[src/rtl/mux_2to1.sv]
// 2:1 word multiplexer with an optional registered output, an output-valid flag
// and a one-cycle pulse whenever the select line changes between edges.
module mux_2to1 #(
    parameter int              WIDTH   = 8,
    parameter bit              REG_OUT = 1'b1,
    parameter logic [WIDTH-1:0] RST_VAL = '0
) (
    input  logic             clk,
    input  logic             rst_n,
    input  logic [WIDTH-1:0] input_1,
    input  logic [WIDTH-1:0] input_2,
    input  logic             select_mux,
    input  logic             en,
    output logic [WIDTH-1:0] output_mux,
    output logic             out_valid,
    output logic             sel_change
);

    logic [WIDTH-1:0] mux_d;
    logic             sel_q;

    // A continuous assign cannot hold state, so an X on select_mux propagates
    // rather than latching the previous word.
    assign mux_d = select_mux ? input_2 : input_1;

    // Select-change detector runs every edge, independent of the load enable.
    always_ff @(posedge clk or negedge rst_n) begin
        if (!rst_n) begin
            sel_q      <= 1'b0;
            sel_change <= 1'b0;
        end else begin
            // NOTE: non-blocking so sel_change compares against the old sel_q.
            sel_change <= (select_mux != sel_q);
            sel_q      <= select_mux;
        end
    end

    generate
        if (REG_OUT) begin : g_reg
            logic [WIDTH-1:0] out_q;
            logic             valid_q;

            always_ff @(posedge clk or negedge rst_n) begin
                if (!rst_n) begin
                    out_q   <= RST_VAL;
                    valid_q <= 1'b0;
                end else if (en) begin
                    out_q   <= mux_d;
                    valid_q <= 1'b1;
                end
            end

            assign output_mux = out_q;
            assign out_valid  = valid_q;
        end else begin : g_comb
            logic en_unused;

            // Combinational build: en has no register to gate.
            assign en_unused  = en;
            assign output_mux = rst_n ? mux_d : RST_VAL;
            assign out_valid  = rst_n;
        end
    endgenerate

endmodule

[config.mk]
export PLATFORM = sky130hd
export DESIGN_NAME = mux_2to1
export DESIGN_NICKNAME = d
export VERILOG_FILES = /design/src/rtl/mux_2to1.sv
export SDC_FILE = /design/constraint.sdc
export NUM_CORES = 1
export LEC_CHECK = 0
export CORE_MARGIN = 10
export CORE_UTILIZATION = 27
export CTS_CLUSTER_DIAMETER = 30
export DETAILED_ROUTE_END_ITERATION = 10
export PLACE_DENSITY = 0.69
export SYNTH_ARGS = -nofsm -noshare
export SYNTH_HDL_FRONTEND = slang
export SYNTH_SLANG_ARGS = --single-unit
[constraint.sdc]
create_clock -name clk -period 0.8 [get_ports clk]
set_input_delay 0.08 -clock clk [delete_from_list [all_inputs] [get_ports clk]]
set_output_delay 0.08 -clock clk [all_outputs]
set_load 0.02 [all_outputs]
## Word level (Yosys, flattened, before mapping)

Index checks and enable logic that the tools add are counted.
Widths: inputs -> output; s select.

| storage, ports and cells | value |
|---|---|
| flip-flop bits (word level) | 11 |
| input port bits | 20 |
| output and inout port bits | 10 |
| word-level logic and storage cells | 6 |

| operators by class | value |
|---|---|
| equality and inequality tests | 1 |
| muxes and demuxes | 1 |

Operators with widths:

| operator | count |
|---|---|
| $mux 8 | 1 |
| $ne 1x1->1 | 1 |

## Longest topological paths before layout

Gate-level depths: netlist of run 1.

| depth | value |
|---|---|
| word-level depth | 1 |
| mapped depth | 4 |
| mapped depth without buffers | 2 |

## Worst setup path before layout of run 1

No wires, ideal clock.

| timing path | value |
|---|---|
| path kind | register to register |
| from | reg out_valid (netlist name) |
| to | reg g_reg.valid_q (netlist: out_valid) |
| library setup time | 127 ps |
| data arrival time | 710 ps |
| required time | 673 ps |
| setup slack | -38 ps |
| cell stages (with the launch flop) | 2 |
| path buffers | 0 |
| path through | dfrtp_1 > or2_2 |

RTL lines:

| element | RTL line | RTL |
|---|---|---|
| end signal: assignment | 46 | `valid_q <= 1'b0;` |
| end signal: assignment | 49 | `valid_q <= 1'b1;` |
| end: declaration | 41 | `logic valid_q;` |

## Final worst setup path of run 1

| timing path | value |
|---|---|
| from | reg g_reg.out_q[2] (netlist: output_mux[2]) |
| to | out output_mux[2] |

RTL lines:

| element | RTL line | RTL |
|---|---|---|
| start: declaration | 40 | `logic [WIDTH-1:0] out_q;` |
| start signal: assignment | 48 | `out_q <= mux_d;` |
| end: declaration | 14 | `output logic [WIDTH-1:0] output_mux,` |

No word-level cell between the ends.

==> results of run 1 <==
through the flow:
stage / utilization / cells / setup TNS, ns / setup WS, ns
2_1_floorplan: - / 40 / 0 / 0.00809
3_3_place_gp: 0.488 / 89 / -4.89 / -0.316
3_5_place_dp: 0.488 / 89 / -5.18 / -0.346
4_1_cts: 0.530 / 94 / -1.00 / -0.107
5_1_grt: 0.533 / 94 / -1.29 / -0.135
6_report: 0.533 / 94 / -0.841 / -0.0984
where the power goes:
group          leakage [nW]  switching [mW]  internal, mW
Sequential            0.121          0.0346         0.606
Combinational         0.273           0.165         0.261
Clock                0.0177           0.206         0.185
Total                 0.412           0.406          1.05
registers in the layout, summed over array words and instances, names as in the netlist:
register    count
sel_q           1
output_mux      8
out_valid       1
sel_change      1
per-layer routing:
metal	share of wire	global-route usage	vias to the layer above	routed length [um]
li1	-	-	210	-
met3	0.15	0.0549	0	204
met1	0.37	0.0831	180	510
met4	0	0.0382	0	0
met2	0.48	0.117	18	671
met5	0	0	-	0
synthesized netlist by cell type:
cell type and number:
dfrtp_1 11, a21oi_1 8, mux2i_1 8, nor2_1 8
buf_6 2, buf_4 1, or2_2 1, xor2_1 1
logic make-up (layout without fill, tap and decap cells):
family                    count (synthesis)  in the layout
muxes                                     8              8
buffers and inverters                     3             40
xor gates and xnor gates                  1              1
AOI/OAI and AO/OA                         8              8
and+or+nand+nor                           9              9
DFF                                      11             11
final cells by class:
class	instances	area, um2	share of cell area
clock buffers	3	22.5	0.0250
clock inverters	1	5.00	0.00556
multi-input cells	26	173	0.192
flip-flops and latches	11	275	0.306
well taps	17	21.3	0.0236
repair buffers	36	404	0.449
final timing paths:
check | slack, ns | end | start
setup / recovery | -0.1 | output_mux[2] | output_mux[2]$_DFFE_PN0P_
min in group clk | 0.39 | sel_q$_DFF_PN0_ | select_mux
hold / removal | 0.10 | sel_change$_DFF_PN0_ | rst_n
setup reg to reg | -0.04 | out_valid$_DFFE_PN0P_ | out_valid$_DFFE_PN0P_
hold reg to reg | 0.44 | sel_change$_DFF_PN0_ | sel_q$_DFF_PN0_
max in group asynchronous | 0.54 | output_mux[6]$_DFFE_PN0P_ | rst_n
what timing repair did:
action,4_1_cts,5_1_grt
resized for setup,61,2
pin swaps,0,0
setup endpoints to repair,19,13
gates cloned,1,0
==> summary.md, run 1 <==
| Metric | Value |
|---|---|
| Max-cap violations | 0 |
| Post-synthesis share of cell area spent on and, or, nand and nor gates | 0.0771 |
| Critical path arrival | 0.82 ns |
| Rows | 15 |
| Global-route wire length before repair | 2.14 mm |
| CTS Sinks | 11 |
| Clk_lat worst skew | 0.27 ns |
| Worst Setup Start Kind | flop |
| Initial antenna violation count | 0 |
| YS warnings | 0 |
| Total power | 1.46 mW |
| CP Buf/Inv Count | 1 |
| Setup ws final | -0.0984 ns |
| DRT antenna net count | 0 |
| Clock transition at path regs | 0.08 ns |
| WHS | 0.101 ns |
| Via/cell ratio | 4.34 |
| Area growth, synth to finish | 91.5% |
| Final setup vio count | 11 |
| Failing checks | negative setup slack |
| Final Hold Fails | 0 |
| CTS Root Cell | clkbuf_4 |
| Pin slew with the least headroom to its limit | 0.129 ns |
| CP Class | reg2out |
| Htree depth | 1 |
| Period utilization | 1.12 |
| Cell area after synthesis | 470 um2 |
| Vias in the first global route | 433 |
| Max incr delay on CP | 0.41 ns |
| Most common cell after layout, fill and taps aside | clkdlybuf4s50_1 |
| Commonest cells after routing, fill and taps aside | 18 x clkdlybuf4s50_1, 11 x dfrtp_1, 10 x buf_6, 8 x mux2i_1, 8 x a21oi_1 |
| FMAX | 1110 MHz |
| CP max-delay cell | dfrtp_1 |
| Tmin final | 0.898 ns |
| Largest net degree at the start of global routing | 17 |
| Cell count after synthesis | 40 |
| Io pins | 30 |
| Slew margin rel. | 0.912 |
| Layout net count | 98 |
| Routed wire length | 1.39 mm |
| Synth top area cells | dfrtp_1 59%, mux2i_1 17%, a21oi_1 8.5%, nor2_1 6.4%, buf_6 4.8% |
| Average wire per standard cell | 14.7 um |
| XOR/XNOR Fraction of Synth Area | 0.0186 |
| Core footprint | 1690 um2 |
| DR pass1 iterations | 4 |
| Pwr dens | 1620 nW/um2 |
| Vias | 408 |
| Netlist cell types | 8 |
| Die X | 61.7 um |
| Antenna diodes | 0 |
| CTS Buf Count | 3 |
| Crit path capture type | primary output |
| Slew Viols, Final | 0 |
| RSZ-0062 raised after global routing | yes |
| Synthesized flop and latch total | 11 |
| Placer congestion estimate | 0.626 |
| Post-synthesis adder-cell area fraction | 0 |
| Starting Density | 0.279 |
| CTS Hold Bufs | 0 |
| Post-Syn Area per Cell | 11.8 um2 |
| CTS tree | yes |
| Sequential share of the synthesized area | 0.585 |
| Peak supply drop | 731 uV |
| Critical path's top delay family | flip-flops |
| GRT Residual Overflow | 0 |
| Critical path cell sequence | buf_6 |
| Die Y | 61.7 um |
| Crit path max fanout | 2 |
| Longest Clk Path Bufs | 2 |
| Synth top area share | 0.585 |
| Final clock skew | 0.000210 ns |
| Post-DP Area | 825 um2 |
| Gr usage total | 0.0789 |
| Setup Buffers After CTS | 0 |
| Largest area contributor in the netlist | dfrtp_1 |
| Outcome | complete, but fails checks |
| Mux share of post-synthesis cell area | 0.170 |
| Share of cells above drive strength 1 | 0.312 |
| DRC | 0 |
| Worst Path Required | 0.72 ns |
| # port buffers | 29 |
| Dpl hpwl | 1.05 mm |
| Compound-cell area share of the yosys netlist | 0.0851 |
| Post-Syn Nets | 60 |
| Cell depth of the worst setup path | 1 |
| Die Area | 3810 um2 |
| Iteration-0 DRC Markers | 4 |
| Hold/Removal Path Class | in2async |
| Largest family of logic cells by synthesized area | multiplexers |
| Design area | 901 um2 |
| Final-layout fill cell count | 151 |
| P_leak | 0.412 nW |
| R2R cell count | 2 |
No activity file was read; power rests on OpenSTA's default activity.
==> run 2: changes to the inputs <==
--- a/config.mk
+++ b/config.mk
@@ -9,7 +9,7 @@
 export CORE_UTILIZATION = 27
 export CTS_CLUSTER_DIAMETER = 30
 export DETAILED_ROUTE_END_ITERATION = 10
-export PLACE_DENSITY = 0.69
+export PLACE_DENSITY = 0.66
 export SYNTH_ARGS = -nofsm -noshare
 export SYNTH_HDL_FRONTEND = slang
 export SYNTH_SLANG_ARGS = --single-unit
==> constraint.sdc (replaced) <==
create_clock -name clk -period 1.1 [get_ports clk]
set_input_delay 0.11 -clock clk [delete_from_list [all_inputs] [get_ports clk]]
set_output_delay 0.11 -clock clk [all_outputs]
set_load 0.02 [all_outputs]
==> run 2 against run 1 <==
  * Routed wire length fell by 8.5%
  * Core utilization decreased by 5.6 points
  * Critical path depth unchanged
  * Cell area shrank 11%
  * The flow now finishes without violations
  * Global-route usage down 1.0 points
  * Final cell count decreased by 4.3%
==> summary.md, run 2 (synthesis gave the netlist of run 1 again) <==
| Metric | Value |
|---|---|
| Largest net degree at the start of global routing | 12 (was 17) |
| Slew margin rel. | 0.663 (was 0.912) |
| Critical path cell sequence | dlygate4sd2_1 (was buf_6) |
| Iteration-0 DRC Markers | 1 (was 4) |
| Commonest cells after routing, fill and taps aside | 19 x clkdlybuf4s50_1, 11 x dfrtp_1, 8 x mux2i_1, 8 x nor2_1, 8 x a21oi_1 (was 18 x clkdlybuf4s50_1, 11 x dfrtp_1, 10 x buf_6, 8 x mux2i_1, 8 x a21oi_1) |
| Clk_lat worst skew | 0.26 ns (was 0.27 ns) |
| Vias | 400 (was 408) |
| CTS Root Cell | clkbuf_4 (unchanged) |
| Period utilization | 0.966 |
| Layout net count | 94 (was 98) |
| Pin slew with the least headroom to its limit | 0.505 ns (was 0.129 ns) |
| Crit path max fanout | 2 (unchanged) |
| DR pass1 iterations | 2 (was 4) |
| Share of cells above drive strength 1 | 0.110 (was 0.312) |
| Placement Setup Slack | -0.0764 ns (was -0.346 ns) |
| Final setup vio count | 0 (was 11) |
| Die X | 61.7 um (unchanged) |
| Max-cap violations | 0 (unchanged) |
| Antenna diodes | 0 (unchanged) |
| # port buffers | 29 (unchanged) |
| Most common cell after layout, fill and taps aside | clkdlybuf4s50_1 (unchanged) |
| Global-route wire length before repair | 1.93 mm (was 2.14 mm) |
| Worst Path Required | 0.99 ns (was 0.72 ns) |
| Max reg flops | 8 (unchanged) |
| Setup TNS | 0 ns (was -0.841 ns) |
| Peak supply drop | 777 uV (was 731 uV) |
| Setup ws final | 0.0371 ns (was -0.0984 ns) |
| Final clock skew | 0.000133 ns (was 0.000210 ns) |
| Fin cells | 90 (was 94) |
| CP Class | reg2out (unchanged) |
| CTS Sinks | 11 (unchanged) |
| Starting Density | 0.279 (unchanged) |
| Initial antenna violation count | 0 (unchanged) |
| Worst Setup Start Kind | flop (unchanged) |
| CP max-delay cell | dfrtp_1 (unchanged) |
| Via/cell ratio | 4.44 (was 4.34) |
| Critical path arrival | 0.95 ns (was 0.82 ns) |
| Combinational group share of total power | 0.254 (was 0.292) |
| Core footprint | 1690 um2 (unchanged) |
| Die Y | 61.7 um (unchanged) |
| CTS tree | yes (unchanged) |
| Htree depth | 1 (unchanged) |
| CTS Buf Count | 3 (unchanged) |
| CP Buf/Inv Count | 1 (unchanged) |
| Final Hold Fails | 0 (unchanged) |
| DRC | 0 (unchanged) |
| Io pins | 30 (unchanged) |
| Tmin final | 1.06 ns |
| Placer congestion estimate | 0.642 (was 0.626) |
| Dpl cells | 86 (was 89) |
| Average wire per standard cell | 14.1 um (was 14.7 um) |
| Routed wire length | 1.27 mm (was 1.39 mm) |
| Slew Viols, Final | 0 (unchanged) |
| Gr usage total | 0.0688 (was 0.0789) |
| Critical path's top delay family | flip-flops (unchanged) |
| Longest Clk Path Bufs | 2 (unchanged) |
| Max incr delay on CP | 0.37 ns (was 0.41 ns) |
| Vias in the first global route | 420 (was 433) |
| Pwr dens | 1210 nW/um2 (was 1620 nW/um2) |
| GRT Residual Overflow | 0 (unchanged) |
| Dpl hpwl | 1.04 mm (was 1.05 mm) |
| Clock Power Share | 0.278 (was 0.268) |
| DRT antenna net count | 0 (unchanged) |
| FMAX | 941 MHz |
| Sw Ratio | 0.269 (was 0.278) |
| Rows | 15 (unchanged) |
| P_leak | 0.354 nW (was 0.412 nW) |
| Die Area | 3810 um2 (unchanged) |
| Clock transition at path regs | 0.07 ns (was 0.08 ns) |
| RSZ-0062 raised after global routing | no (was yes) |
| CTS Hold Bufs | 0 (unchanged) |
| Net switching power | 0.263 mW (was 0.406 mW) |
| Hold/Removal Path Class | in2async (unchanged) |
| Sequential share of power | 0.469 (was 0.440) |
| P_int | 0.715 mW (was 1.05 mW) |
| Outcome | complete, no violations (was complete, but fails checks) |
| Area growth, synth to finish | 71.3% (was 91.5%) |
| Crit path capture type | primary output (unchanged) |
run 2: cell count changes in the layout (fill, tap and decap cells not counted), sizes merged:
cell	previous run	this run
clkdlybuf4s15	0	7
buf	16	3
clkdlybuf4s50	18	19
clkinv	1	0
dlygate4sd2	1	2
clkbuf	3	5
bufbuf	1	0
run 2: routing by layer:
metal / up-vias / track usage / wire (um)
li1: 199 / - / -
met1: 184 / 0.0768 / 478
met2: 17 / 0.0981 / 586
met3: 0 / 0.0549 / 204
met4: 0 / 0.0191 / 0
met5: - / 0 / 0
run 2: power groups by stage:
stage | registers, mW | clock network (mW) | logic (mW)
after floorplan | 0.510 | 0 | 0.0650
after global placement | 0.467 | 0 | 0.271
after detailed placement | 0.467 | 0 | 0.274
after CTS | 0.458 | 0.291 | 0.251
after global routing | 0.463 | 0.302 | 0.268
final | 0.459 | 0.272 | 0.248
run 2: area by class of cell:
| class | instances | area (um2) |
|---|---|---|
| Clock buffer | 4 | 26.3 |
| Tap cell | 17 | 21.3 |
| Multi-Input combinational cell | 26 | 165 |
| Timing Repair Buffer | 32 | 318 |
| Sequential cell | 11 | 275 |
| Fill cell | 169 | 883 |
run 2: timing repair:
| item | in CTS | in global routing |
|---|---|---|
| buffers inserted | 0 | 0 |
| resized for setup | 11 | 8 |
| pin swaps | 0 | 0 |
| setup endpoints to repair | 10 | 7 |
run 2: worst paths after layout:
| kind | startpoint | to | slack, ns | cells after the start |
|---|---|---|---|---|
| worst min-delay path | rst_n | output_mux[5]$_DFFE_PN0P_ | 0.18 | 1 |
| min in group clk | sel_q$_DFF_PN0_ | sel_change$_DFF_PN0_ | 0.43 | 1 |
| worst max-delay path | output_mux[3]$_DFFE_PN0P_ | output_mux[3] | 0.04 | 1 |
| worst max register to register | out_valid$_DFFE_PN0P_ | out_valid$_DFFE_PN0P_ | 0.34 | 1 |
| max in group asynchronous | rst_n | output_mux[0]$_DFFE_PN0P_ | 0.58 | 1 |
| worst min register to register | sel_q$_DFF_PN0_ | sel_change$_DFF_PN0_ | 0.43 | 1 |
run 2: per-stage QoR:
stage	utilization	hold slack (ns)	cell area, um2	power, mW
finish	0.477	0.182	806	0.978
global placement	0.466	0.421	787	0.737
CTS	0.475	0.199	802	1.00
global route	0.477	0.227	806	1.03
floorplan	-	-0.186	470	0.575
detailed placement	0.466	0.430	787	0.741
